File: src/rtl/temp_poll_ctrl.sv
// temp_poll_ctrl
// Measurement scheduler for the temp_1wire front end. It starts a conversion,
// waits for the done edge under a watchdog, latches the sample, keeps a
// hysteresis over-temperature alarm and repeats at a programmable interval.
module temp_poll_ctrl #(
    parameter int unsigned START_CYC   = 13,
    parameter int unsigned TIMEOUT_CYC = 125_000_000,
    parameter int unsigned PERIOD_CYC  = 125_000_000
) (
    input  logic        clk,
    input  logic        rst_n,
    input  logic        en,
    input  logic        trig,
    input  logic [15:0] thr_hi,
    input  logic [15:0] thr_lo,
    output logic        sens_start,
    input  logic        sens_done,
    input  logic [15:0] sens_data,
    output logic [15:0] temp_out,
    output logic        temp_valid,
    output logic        alarm,
    output logic        err_timeout,
    output logic [7:0]  err_cnt,
    output logic        busy
);

    typedef enum logic [2:0] {
        ST_IDLE    = 3'd0,
        ST_START   = 3'd1,
        ST_WAIT    = 3'd2,
        ST_CAPTURE = 3'd3,
        ST_GAP     = 3'd4
    } state_t;

    // Terminal counts; the counters run 0..N-1
    localparam logic [31:0] START_LAST   = 32'(START_CYC - 1);
    localparam logic [31:0] TIMEOUT_LAST = 32'(TIMEOUT_CYC - 1);
    localparam logic [31:0] PERIOD_LAST  = 32'(PERIOD_CYC - 1);

    // Saturating increment for the timeout counter
    function automatic logic [7:0] sat_inc8(input logic [7:0] v);
        if (v == 8'd255) begin
            return 8'd255;
        end else begin
            return v + 8'd1;
        end
    endfunction

    state_t      state_r;
    logic [31:0] cnt_r;
    logic [31:0] wd_r;
    logic        done_d_r;
    logic        en_d_r;
    logic        done_rise_s;
    logic        en_fall_s;

    // Only a fresh rising edge of done counts; a level already high is ignored
    assign done_rise_s = sens_done & ~done_d_r;
    assign en_fall_s   = en_d_r & ~en;

    // Scheduler FSM with all outputs registered alongside the state
    always_ff @(posedge clk or negedge rst_n) begin
        if (!rst_n) begin
            state_r     <= ST_IDLE;
            cnt_r       <= 32'd0;
            wd_r        <= 32'd0;
            done_d_r    <= 1'b0;
            en_d_r      <= 1'b0;
            sens_start  <= 1'b0;
            temp_out    <= 16'd0;
            temp_valid  <= 1'b0;
            alarm       <= 1'b0;
            err_timeout <= 1'b0;
            err_cnt     <= 8'd0;
            busy        <= 1'b0;
        end else begin
            done_d_r    <= sens_done;
            en_d_r      <= en;
            temp_valid  <= 1'b0;
            err_timeout <= 1'b0;
            case (state_r)
                ST_IDLE: begin
                    if (trig || en) begin
                        state_r    <= ST_START;
                        cnt_r      <= 32'd0;
                        wd_r       <= 32'd0;
                        sens_start <= 1'b1;
                        busy       <= 1'b1;
                    end else begin
                        sens_start <= 1'b0;
                        busy       <= 1'b0;
                    end
                end
                ST_START: begin
                    if (cnt_r == START_LAST) begin
                        state_r    <= ST_WAIT;
                        sens_start <= 1'b0;
                        wd_r       <= 32'd0;
                    end else begin
                        cnt_r <= cnt_r + 32'd1;
                    end
                end
                ST_WAIT: begin
                    // The done edge takes priority over a coincident expiry
                    if (done_rise_s) begin
                        state_r <= ST_CAPTURE;
                    end else if (wd_r == TIMEOUT_LAST) begin
                        state_r     <= ST_GAP;
                        cnt_r       <= 32'd0;
                        busy        <= 1'b0;
                        err_timeout <= 1'b1;
                        err_cnt     <= sat_inc8(err_cnt);
                    end else begin
                        wd_r <= wd_r + 32'd1;
                    end
                end
                ST_CAPTURE: begin
                    temp_out   <= sens_data;
                    temp_valid <= 1'b1;
                    if ($signed(sens_data) >= $signed(thr_hi)) begin
                        alarm <= 1'b1;
                    end else if ($signed(sens_data) < $signed(thr_lo)) begin
                        alarm <= 1'b0;
                    end else begin
                        alarm <= alarm;
                    end
                    state_r <= ST_GAP;
                    cnt_r   <= 32'd0;
                    busy    <= 1'b0;
                end
                ST_GAP: begin
                    if (trig) begin
                        state_r    <= ST_START;
                        cnt_r      <= 32'd0;
                        wd_r       <= 32'd0;
                        sens_start <= 1'b1;
                        busy       <= 1'b1;
                    end else if (en_fall_s) begin
                        state_r <= ST_IDLE;
                    end else if (cnt_r == PERIOD_LAST) begin
                        if (en) begin
                            state_r    <= ST_START;
                            cnt_r      <= 32'd0;
                            wd_r       <= 32'd0;
                            sens_start <= 1'b1;
                            busy       <= 1'b1;
                        end else begin
                            state_r <= ST_IDLE;
                        end
                    end else begin
                        cnt_r <= cnt_r + 32'd1;
                    end
                end
                default: begin
                    state_r    <= ST_IDLE;
                    sens_start <= 1'b0;
                    busy       <= 1'b0;
                end
            endcase
        end
    end

endmodule
File: config.mk
export PLATFORM = sky130hd
export DESIGN_NAME = temp_poll_ctrl
export DESIGN_NICKNAME = d
export VERILOG_FILES = /design/src/rtl/temp_poll_ctrl.sv
export SDC_FILE = /design/constraint.sdc
export NUM_CORES = 1
export LEC_CHECK = 0
export CAP_MARGIN = 10
export CORE_UTILIZATION = 45
export DETAILED_ROUTE_END_ITERATION = 7
export GPL_TIMING_DRIVEN = 0
export PLACE_DENSITY = 0.7
export SYNTH_ARGS = -nofsm -noshare
export SYNTH_HDL_FRONTEND = slang
export SYNTH_SLANG_ARGS = --single-unit
File: constraint.sdc
create_clock -name clk -period 2.6 [get_ports clk]
set_clock_uncertainty 0.2 [all_clocks]
set_input_delay 0.52 -clock clk [delete_from_list [all_inputs] [get_ports clk]]
set_output_delay 0.52 -clock clk [all_outputs]
set_load 0.01 [all_outputs]
==> results of run 1 <==
## logic make-up after synthesis
logic type,synth area share (%)
flip-flops,39.8
adder cells (fa/ha/maj),7.11
multiplexers,3.09
AND/OR/NAND/NOR,23.6
AO/OA/AOI/OAI,20.6
buffers and inverters,5.83
## cell usage after synthesis, types with 16 or more instances
library cell  instances  share of area (%)
dfrtp_1              98                 40
nor2_1               63                3.8
o21ai_0              60                4.9
nand2_1              56                3.4
a21oi_1              52                4.2
inv_1                41                2.5
nand3_1              36                2.9
ha_1                 35                7.1
a31oi_1              27                2.7
buf_2                17                1.4
nand2b_1             17                1.7
mux2_2               16                2.9
nand4_1              16                1.6
## stage by stage
step                      hold slack, ns  instance area, um^2  setup WS [ns]  std cells  setup TNS, ns
after global routing               0.113                 9010         -0.285       1044         -10.20
after global placement             0.273                 7190          -2.95        962        -315.64
after floorplan                   0.0244                 6160         0.0217        705              0
after CTS                         0.0846                 8260         -0.108       1021          -2.04
after detailed placement           0.270                 7210         -0.596        963         -29.85
final                             0.0509                 9010         -0.210       1044          -4.66
## report_power, final
group | internal (mW) | leakage [nW] | switching, mW
Combinational | 1.98 | 2.44 | 1.97
Clock | 0.770 | 0.142 | 0.595
Sequential | 1.73 | 1.28 | 0.112
## flip-flops by register name, summed over array words and instances (netlist names)
name,cells
temp_out,16
wd_r,32
en_d_r,1
busy,1
sens_start,1
done_d_r,1
state_r,3
err_cnt,8
alarm,1
cnt_r,32
temp_valid,1
err_timeout,1
## cell usage in the layout (no fill, tap or decap), types with 10 or more instances in the layout
| master | instances |
|---|---|
| dfrtp_1 | 80 |
| clkdlybuf4s50_1 | 79 |
| buf_4 | 59 |
| nor2_1 | 57 |
| nand2_1 | 49 |
| a21oi_1 | 43 |
| inv_1 | 39 |
| nand3_1 | 34 |
| ha_1 | 33 |
| a31oi_1 | 27 |
| o21ai_2 | 27 |
| o21ai_0 | 24 |
| o31ai_4 | 18 |
| dfrtp_2 | 18 |
| buf_6 | 17 |
| nand4_1 | 16 |
| mux2_2 | 16 |
| o21ai_1 | 16 |
| and3_1 | 13 |
| nand2b_1 | 13 |
| clkbuf_16 | 12 |
| buf_12 | 11 |
| nor2b_1 | 10 |
| nor3_1 | 10 |
## layout make-up
| cell class | instances | area, um^2 | share of cell area, % |
|---|---|---|---|
| multi-input cells | 528 | 4000 | 44.4 |
| flip-flops and latches | 98 | 2470 | 27.5 |
| inverters | 41 | 156 | 1.74 |
| repair buffers | 153 | 1520 | 16.8 |
| clock buffers | 11 | 243 | 2.70 |
| plain buffers | 33 | 349 | 3.88 |
| well taps | 176 | 220 | 2.45 |
| clock inverters | 4 | 51.3 | 0.570 |
## critical path: stages (launching register included)
cell     delay, ns
dfrtp_1       0.42
ha_4          0.20
nand3_4       0.12
or2_1         0.14
buf_6         0.16
o31ai_4       0.07
and2b_1       0.19
buf_6         0.12
or3b_1        0.40
buf_6         0.15
buf_12        0.14
buf_6         0.11
o41ai_4       0.26
## worst max-delay path by stage
| stage | startpoint | end | slack (ns) | depth (start not counted) |
|---|---|---|---|---|
| global placement | rst_n | cnt_r[8] | -2.95 | 1 |
| detailed placement | trig | cnt_r[28] | -0.60 | 10 |
| global route | wd_r[23] | cnt_r[16] | -0.29 | 9 |
| CTS | wd_r[9] | cnt_r[27] | -0.11 | 10 |
| floorplan | cnt_r[0] | cnt_r[28] | 0.02 | 12 |
| finish | cnt_r[1] | cnt_r[16] | -0.21 | 12 |
## what timing repair did
action	in CTS	in global routing
setup endpoints to repair	67	73
setup buffers	42	23
pin swaps	26	32
resized for setup	97	149
gates cloned	2	4
## metal layers
metal	routed length [um]	up-vias
li1	-	2895
met1	7780	2975
met2	9510	190
met3	949	37
met4	489	0
met5	0	-
==> results by group, run 1 <==
Setup path
  • Worst Path Required: 2.63 ns
  • Crit path max fanout: 8
  • Flop2flop setup slack: -0.21 ns
  • RR Endpoint: cnt_r[16]
  • Critical Path Sink Type: flip-flop
  • Crit path kind: reg -> reg
  • Reg2reg path depth: 12
  • Crit start category: flip-flop
  • Worst reg2reg startpoint: cnt_r[1]
  • Critical path arrival: 2.84 ns

Die
  • Starting Density: 46.3%
  • I/O pin total: 82
  • Row count: 42
  • Die width: 119 um
  • Die Span Y: 119 um
  • CORE AREA: 13300 um^2
  • Die area: 14200 um^2

Route
  • DR pass1 iterations: 5
  • DRC errors left: 0
  • Starting DRT DRC Count: 335
  • Post-DR wirelength/cell: 17.9 um
  • WL final: 18700 um
  • Residual antenna-violating net count after detailed routing: 0
  • Via-to-Cell Ratio: 5.84
  • Via count: 6097

Clocking
  • H-tree depth: 3
  • Hold buffer count at cts: 0
  • CTS root buf: clkbuf_16
  • CTS Sinks: 98
  • TritonCTS clock tree: built
  • Clk_lat worst skew: 0.35 ns
  • Clock transition at the registers of the reported paths: 0.07 ns
  • Maximum clock insertion buffer count: 2
  • Num CTS Buffers: 9

Global routing
  • Vias in the first global route: 5898
  • Met1 usage: 33.2%
  • Global Route Usage Sum: 25.6%
  • Met2 usage: 42.9%
  • Total gr overflow: 0
  • Antenna violations before repair: 0
  • Grt met3 use: 4.02%
  • First-pass GRT wire length: 29000 um
  • Largest net degree at the start of global routing: 62
  • Busiest grt layer: met2

STA
  • Setup ws final: -0.210 ns
  • Slew @ Worst Pin: 0.824 ns
  • Period utilization: 108%
  • Peak Freq: 0.356 GHz
  • Final Setup Violations: 60
  • Min Clock Period, post-route: 2.81 ns
  • Slew HR: 45.1%
  • Final Max Tran Viols: 0
  • RSZ-0062 raised after global routing: yes
  • Final Hold Fails: 0

Synth
  • Post-synth top flop: dfrtp_1
  • Yosys cell types: 61
  • Flops & latches, synth: 98
  • EDFF count, synth: 0
  • Post-synthesis cell count: 705
  • YS warnings: 0
  • Avg Inst Size Synth: 8.74 um^2
  • Post-synthesis sequential area ratio: 39.8%
  • Asr flop ratio synth: 100%
  • Mapped Nets: 793
  • Synth Cell Area: 6160 um^2

Cells and area
  • # fillers: 982
  • Layout cells sized above 1: 29.3%
  • Final #Nets: 952
  • Layout area overhead: 46.2%
  • Diodes inserted: 0
  • Final core utilization: 67.7%

Power
  • Final total power: 7.15 mW
  • Leakage: 3.87 nW
  • Maximum vdd drop: 0.000727 V
  • PwrDens: 794 nW/um^2

Run
  • Max-Cap Viols: 0

Worst hold path
  • Hold Crit Class: in -> async

Outcome
  • Outcome: finished with violations
  • Failing checks: setup timing

Placed design
  • Final Wtd Congestion: 0.918
  • DP Wirelength: 11800 um
  • # port buffers: 81
No activity file was read; power rests on OpenSTA's default activity.
==> run 2, diff against run 1 <==
--- a/config.mk
+++ b/config.mk
@@ -9,6 +9,7 @@
 export CORE_UTILIZATION = 45
 export DETAILED_ROUTE_END_ITERATION = 7
 export GPL_TIMING_DRIVEN = 0
+export MAX_ROUTING_LAYER = met4
 export PLACE_DENSITY = 0.7
 export SYNTH_ARGS = -nofsm -noshare
 export SYNTH_HDL_FRONTEND = slang
==> results by group, run 2 (synthesis results as in run 1) <==
Outcome
  • Outcome: finished with violations
  • Failing checks: setup timing

Cells and area
  • Layout cells sized above 1: 24.3% (-4.9 points)
  • Most frequent cells in the layout: dfrtp_1, clkdlybuf4s50_1, buf_4
  • Commonest non-fill, non-tap cell in the layout: dfrtp_1
  • Layout area overhead: 39.7%
  • Diodes inserted: 0 (unchanged)
  • Final #Nets: 944 (-0.84%)
  • Top flop regs: cnt_r (32), wd_r (32), temp_out (16)
  • Cell area after layout: 8600 um^2 (-4.5%)

Placed design
  • Final Wtd Congestion: 0.881 (-4.0%)
  • # port buffers: 81 (unchanged)
  • Dpl ws: -0.603 ns (-0.00644 ns)
  • DP Wirelength: 11800 um (about the same)
  • Placed cell areas: 7220 um^2 (+0.10%)

Power
  • Int Pwr: 3.95 mW (-12%)
  • Maximum vdd drop: 0.000684 V (-5.9%)
  • Clock power share: 20.4% (+1.3 points)
  • Combinational share of power: 50.5% (-4.7 points)
  • Final total power: 6.34 mW (-11%)
  • Switching pwr: 2.39 mW (-11%)
  • PwrDens: 737 nW/um^2 (-7.2%)
  • Leakage: 3.74 nW (-3.3%)
  • Sw frac: 37.7% (+0.24 points)
  • Sequential Power Share: 29.1% (+3.4 points)

Route
  • Starting DRT DRC Count: 352 (+5.1%)
  • Via-to-Cell Ratio: 5.88 (+0.75%)
  • WL final: 17900 um (-4.4%)
  • DRC errors left: 0 (unchanged)
  • Via count: 6090 (-0.11%)
  • Post-DR wirelength/cell: 17.3 um (-3.5%)
  • DR pass1 iterations: 5 (unchanged)
  • Residual antenna-violating net count after detailed routing: 0 (unchanged)

Setup path
  • Worst stage delay on the critical path: 0.44 ns (+0.02 ns)
  • Critical path arrival: 2.82 ns (-0.02 ns)
  • Flop2flop setup slack: -0.17 ns (+0.04 ns)
  • Crit start category: flip-flop
  • Crit path max fanout: 4 (-4)
  • Slowest CP cell: or3b_4
  • Crit path kind: reg -> reg
  • Critical Path Sink Type: flip-flop
  • Crit path cell chain: nor4b_2, nand4_1, nor4_4, a2bb2oi_2, or3b_4, buf_12, buf_4, o41ai_2
  • Worst Path Required: 2.65 ns (+0.02 ns)

Global routing
  • Largest net degree at the start of global routing: 65 (+4.8%)
  • Total gr overflow: 0 (unchanged)
  • Antenna violations before repair: 0 (unchanged)
  • Vias in the first global route: 5856 (-0.71%)
  • Global Route Usage Sum: 26.3% (+0.62 points)
  • First-pass GRT wire length: 28800 um (-0.78%)

Die
  • I/O pin total: 82 (unchanged)
  • Die area: 14200 um^2 (unchanged)
  • Starting Density: 46.3% (unchanged)
  • CORE AREA: 13300 um^2 (unchanged)
  • Die width: 119 um (unchanged)
  • Die Span Y: 119 um (unchanged)
  • Row count: 42 (unchanged)

STA
  • Final Setup Violations: 30 (-50%)
  • RSZ-0062 raised after global routing: yes
  • Final Max Tran Viols: 0 (unchanged)
  • Slew @ Worst Pin: 0.587 ns (-0.237 ns)
  • Period utilization: 107% (-1.6 points)
  • Slew HR: 60.9% (+16 points)
  • Peak Freq: 0.361 GHz (+1.5%)
  • Final Hold Fails: 0 (unchanged)
  • Setup ws final: -0.169 ns (+0.0413 ns)
  • Final TNS setup: -3.00 ns (+1.67 ns)
  • Min Clock Period, post-route: 2.77 ns (-0.0413 ns)

Clocking
  • TritonCTS clock tree: built
  • Maximum clock insertion buffer count: 2 (unchanged)
  • CTS Sinks: 98 (unchanged)
  • Num CTS Buffers: 9 (unchanged)
  • Clock transition at the registers of the reported paths: 0.07 ns (about the same)
  • CTS root buf: clkbuf_16
  • Clk_lat worst skew: 0.35 ns (about the same)
  • H-tree depth: 3 (unchanged)

Worst hold path
  • Hold Crit Class: reg -> reg

Run
  • Max-Cap Viols: 0 (unchanged)
## run 2: changes by cell type in the layout (fill, tap and decap cells not counted), sizes merged
cell	before	now
buf	94	86
bufinv	1	0
dlygate4sd3	0	1
inv	42	41
## run 2: layout make-up
| cell class | instances | area, um^2 |
|---|---|---|
| Fill cell | 1076 | 4690 |
| Multi-Input combinational cell | 528 | 3830 |
| Sequential cell | 98 | 2470 |
| Timing Repair Buffer | 143 | 1350 |
| Buffer | 35 | 297 |
| Clock buffer | 12 | 267 |
| Tap cell | 176 | 220 |
| Inverter | 41 | 159 |
| Clock inverter | 2 | 12.5 |
## run 2: layer usage
metal  GRT usage [%]  vias up  part of all wire (%)
li1                -     2865                     -
met1            31.9     2976                    42
met2            44.3      202                    50
met3            3.45       47                   5.1
met4            10.2        0                   2.9
met5               -        -                     0
## run 2: power groups by stage
stage	sequential, mW	combinational [mW]	clock [mW]
2_1_floorplan	1.93	1.35	0
3_3_place_gp	1.86	2.31	0
3_5_place_dp	1.87	2.36	0
4_1_cts	1.84	2.87	1.31
5_1_grt	1.87	3.42	1.37
6_report	1.84	3.20	1.30
## run 2: timing repair
action | in CTS | in global routing
resized for setup | 94 | 71
endpoints found under the hold margin | 34 | 0
endpoints found under the setup margin | 67 | 70
hold buffers | 1 | 0
gates cloned | 1 | 1
setup buffers | 42 | 18
pin swaps | 20 | 11
## run 2: stage by stage
stage	utilization [%]	hold WS [ns]	std cells
after detailed placement	54.3	0.276	963
after global placement	54.1	0.273	962
after floorplan	-	0.0244	705
after global routing	64.7	0.305	1035
final	64.7	0.288	1035
after CTS	61.9	0.291	1020
## run 2: final timing paths
kind | start | to | cells past startpoint
max in group asynchronous | rst_n | cnt_r[26] | 3
min in group asynchronous | rst_n | wd_r[15] | 2
worst max register to register | wd_r[9] | cnt_r[16] | 8
worst min register to register | temp_out[0] | temp_out[0] | 2
worst max-delay path | wd_r[9] | cnt_r[16] | 8
worst min-delay path | temp_out[0] | temp_out[0] | 2
## run 2: critical path, delay by kind of cell, from the launching register on
| kind | cells | cell delay (ns) |
|---|---|---|
| simple gates | 4 | 1.28 |
| flops | 1 | 0.40 |
| compound gates | 2 | 0.50 |
| buf+inv | 2 | 0.28 |
==> edit 1: new RTL, settings of run 2 <==
The 5 states of `state_t` get a one-hot encoding in 5 bits.
--- a/src/rtl/temp_poll_ctrl.sv
+++ b/src/rtl/temp_poll_ctrl.sv
@@ -24,12 +24,12 @@
     output logic        busy
 );
 
-    typedef enum logic [2:0] {
-        ST_IDLE    = 3'd0,
-        ST_START   = 3'd1,
-        ST_WAIT    = 3'd2,
-        ST_CAPTURE = 3'd3,
-        ST_GAP     = 3'd4
+    typedef enum logic [4:0] {
+        ST_IDLE    = 5'b00001,
+        ST_START   = 5'b00010,
+        ST_WAIT    = 5'b00100,
+        ST_CAPTURE = 5'b01000,
+        ST_GAP     = 5'b10000
     } state_t;
 
     // Terminal counts; the counters run 0..N-1
Formal check against the unedited RTL: no difference found for any inputs over 10 cycles, from zero or initial values and one cycle with rst_n low; not proved beyond that.
==> edit 1 against run 2 <==
The flow still finishes with violations (setup timing). Total power fell by 21%. Setup slack got worse by 0.14 ns. Design area fell by 3.1%. Synthesized area rose by 0.26%. Sequential cell count rose by 2. Routed wire length fell by 2.7%. Core utilization fell by 2.0 points. Global-route usage fell by 1.1 points. Largest power group unchanged. Highest routed layer unchanged.
==> edit 1: results (changes against run 2) <==
| Metric | Value |
|---|---|
| Failing checks | setup timing |
| Register area share after synthesis | 0.4055 (+0.007259) |
| Power density over the cells | 604.4 nW/um^2 (-18%) |
| Non-clock buffer count | 146 (-18%) |
| Top post-synthesis cells by area | dfrtp_1 (40%), ha_1 (7.1%), nand2_1 (6.0%), nor2_1 (3.9%), o31ai_2 (3.2%) |
| Placed cells | 984 (+2.2%) |
| Max rail drop VDD | 0.0004352 V (-36%) |
| Fill cells | 1,079 (+0.28%) |
| Largest stage delay, worst path | 0.59 ns (+0.15 ns) |
| Seq_cells | 100 (+2.0%) |
| Die width | 119.1 um (+0.13%) |
| GRT met3 Usage | 0.04167 (+0.007184) |
| Sequential cell area share | 0.3017 (+0.01488) |
| Final HPWL from detailed placement | 11.29 mm (-4.4%) |
| DR vias | 6,055 (-0.57%) |
| Mean area per synthesized cell | 8.505 sq um (-2.6%) |
| Placer Congestion | 0.9118 (+3.5%) |
| Seq. pwr | 1660 uW (-9.8%) |
| Number of global-route vias before repair | 5,807 (-0.84%) |
| Largest net degree at the start of global routing | 68 (+4.6%) |
| Inverters, non-clock | 45 (+9.8%) |
| Layout cells sized above 1 | 0.1898 (-0.05355) |
| Switching Fraction | 0.3381 (-0.03878) |
| Clkbuf count | 11 (-1) |
| WL met3 | 1.038 mm (+14%) |
| Gate power share | 0.379 (-0.126) |
| Final clock-cell share | 0.03810 (+0.005672) |
| Worst R2R Start | wd_r[18]$_DFFE_PN0P_ |
| Status | complete, but fails checks |
| Hold wc startpoint | temp_out[8]$_DFFE_PN0P_ |
| Most frequent cells after synthesis | dfrtp_1 (99), nand2_1 (98), nor2_1 (64), inv_1 (45) |
| GRT Overall Usage | 0.2519 (-0.01065) |
| Worst path slowest cell | or4_4 |
| 1st-iter DRT viols | 478 (+36%) |
| Setup ws final | -0.3081 ns (-0.1391 ns) |
| Multi-input logic area | 3714 sq um (-3.0%) |
| Met2 routed WL | 8.300 mm (-6.8%) |
| Static leakage | 0.003646 uW (-2.4%) |
| Final net count | 942 (-0.21%) |
| Met1 Track Usage GR | 0.3255 (+0.006168) |
| Signal buf overhead | 0.1683 (-0.02322) |
| Setup_tns | -12.08 ns (-9.084 ns) |
| Yosys cell types | 57 (-6.6%) |
| Slew margin rel. | 0.5473 (-0.06154) |
| Worst R2R End | cnt_r[18]$_DFFE_PN0P_ |
| # setup viols final | 64 (+110%) |
| Critical Path End | cnt_r[18]$_DFFE_PN0P_ |
| Crit-path max FO | 6 (+2) |
| Clock power frac | 0.291 (+0.087) |
| WL met1 | 7.819 mm (+3.2%) |
| Post-DP Area | 7256 sq um (+0.50%) |
edit 1: cell types whose count changed in the layout (fill, tap and decap cells not counted), moves of 5 or more:
cell | run 2 | this run
a21o_1 | 6 | 17
a21oi_1 | 52 | 32
a21oi_2 | 0 | 6
buf_4 | 60 | 31
buf_6 | 12 | 6
inv_1 | 39 | 45
mux2_2 | 16 | 1
nand2_1 | 53 | 95
nor2_1 | 57 | 63
o21ai_0 | 42 | 19
o21ai_1 | 16 | 24
o21ai_2 | 10 | 15
edit 1: cells by family after synthesis:
group | Yosys count | synth area share
muxes | 3 | 0.005268
DFF | 100 | 0.4055
xor gates and xnor gates | 1 | 0.001419
adders and majority gates | 35 | 0.07092
buffers and inverters | 75 | 0.05086
and+or+nand+nor | 318 | 0.2559
AOI/OAI and AO/OA | 194 | 0.2101
edit 1: repair_timing:
action                                  CTS  global route
cloned                                    2             3
hold endpoints to repair                 33             0
endpoints found under the setup margin   68            72
buffers inserted                         27             7
pin swaps                                25            11
gates resized for setup                  75            36
hold buffers                              1             0
==> edit 2: new RTL, config.mk and constraints of run 2 <==
Without the edit above. Change the parameter `PERIOD_CYC` from 125_000_000 to 62_500_000.
--- a/src/rtl/temp_poll_ctrl.sv
+++ b/src/rtl/temp_poll_ctrl.sv
@@ -5,7 +5,7 @@
 module temp_poll_ctrl #(
     parameter int unsigned START_CYC   = 13,
     parameter int unsigned TIMEOUT_CYC = 125_000_000,
-    parameter int unsigned PERIOD_CYC  = 125_000_000
+    parameter int unsigned PERIOD_CYC  = 62_500_000
 ) (
     input  logic        clk,
     input  logic        rst_n,
Function: no difference found for any inputs over 10 cycles, from zero or initial values and one cycle with rst_n low; that may be too few to reach the edited logic, so the function may still have changed.
==> edit 2 against run 2 <==
The run ends with hold timing, setup timing left. Routed wire length grew 18%. Total power shrank 0.48%. Design area grew 8.2%. Sequential cell count is the same. Synthesized area grew 3.5%. Setup slack lost 0.45 ns. Combinational power shrank 3%. First-iteration DRC count grew 77%. Fmax shrank 14%. Worst hold slack lost 0.30 ns. Non-clock buffer count shrank 27. Largest cell class unchanged. Core utilization grew 2.6 points. Count of clock-buffer cells in the layout shrank 2.
==> edit 2: results (changes against run 2) <==
| Metric | Value |
|---|---|
| Layout cells sized above 1 | 0.2095 (-0.03382) |
| Worst R2R End | cnt_r[8]$_DFFE_PN0P_ |
| # setup viols final | 74 (+150%) |
| Syn Nets | 830 (+4.7%) |
| Synth Area in Adders | 0.06874 (-0.002374) |
| Max rail drop VDD | 0.0003906 V (-43%) |
| Clock power frac | 0.212 (+0.008) |
| Status | complete, but fails checks |
| CP arrival | 3.27 ns (+0.45 ns) |
| Final HPWL from detailed placement | 13.91 mm (+18%) |
| Final net count | 950 (+0.64%) |
| DR vias | 6,610 (+8.5%) |
| Most frequent cells after synthesis | nand2_1 (110), dfrtp_1 (98), inv_1 (42), a21oi_1 (37), nand3_1 (37) |
| Slew margin rel. | 0.4436 (-0.1653) |
| Failing checks | hold timing, setup timing |
| Static leakage | 0.003738 uW (about the same) |
| Int Power | 3727 uW (-5.7%) |
| GRT Overall Usage | 0.2936 (+0.03107) |
| Placement Setup Slack | -0.8822 ns (-0.2794 ns) |
| Worst R2R Start | wd_r[19]$_DFFE_PN0P_ |
| Setup ws final | -0.6181 ns (-0.4491 ns) |
| Met1 Track Usage GR | 0.3608 (+0.04149) |
| Hold WS | -0.009718 ns (-0.2981 ns) |
| GRT met3 Usage | 0.03383 (-0.0006482) |
| Wirelength, routed | 21.09 mm (+18%) |
| Placer Congestion | 0.9371 (+6.3%) |
| Final Hold Fails | 4 (+4) |
edit 2: changes by cell type in the layout (fill, tap and decap cells not counted), moves of 10 or more:
cell and delta:
o21ai_1 -10, nand2_1 +56, a21oi_1 -18, or4_1 +11, o31ai_4 +14, mux2_2 -14
buf_4 -38, nor2_1 -26, a31oi_1 -16, o41ai_4 +19, o21ai_0 -28
edit 2: metal layers:
| metal | vias up | routed length, um |
|---|---|---|
| met3 | 56 | 1128 |
| met2 | 263 | 10640 |
| met5 | - | 0 |
| met4 | 0 | 665 |
| li1 | 3067 | - |
| met1 | 3224 | 8653 |
edit 2: worst max path at each step:
| stage | start | end | slack, ns | cells after the start |
|---|---|---|---|---|
| 6_report | wd_r[19]$_DFFE_PN0P_ | cnt_r[8]$_DFFE_PN0P_ | -0.62 | 8 |
| 5_1_grt | wd_r[19]$_DFFE_PN0P_ | cnt_r[9]$_DFFE_PN0P_ | -0.68 | 8 |
| 4_1_cts | wd_r[13]$_DFFE_PN0P_ | cnt_r[22]$_DFFE_PN0P_ | -0.71 | 9 |
| 3_5_place_dp | cnt_r[18]$_DFFE_PN0P_ | cnt_r[9]$_DFFE_PN0P_ | -0.88 | 8 |
| 3_3_place_gp | rst_n | cnt_r[9]$_DFFE_PN0P_ | -2.97 | 1 |
| 2_1_floorplan | wd_r[13]$_DFFE_PN0P_ | cnt_r[9]$_DFFE_PN0P_ | -0.47 | 9 |
edit 2: repair_timing:
item	in CTS	in global routing
buffers inserted	15	13
pin swaps	21	43
endpoints found under the setup margin	76	79
gates cloned	3	3
resized for setup	90	125
edit 2: final cells by class:
cell class              instances  area (sq um)
plain buffers                  39         270.3
clock buffers                  10         239.0
clock inverters                 3         42.54
fillers                      1045          4516
inverters                      43         161.4
multi-input cells             559          4743
flip-flops and latches         98          2457
well taps                     180         225.2
repair buffers                112          1172
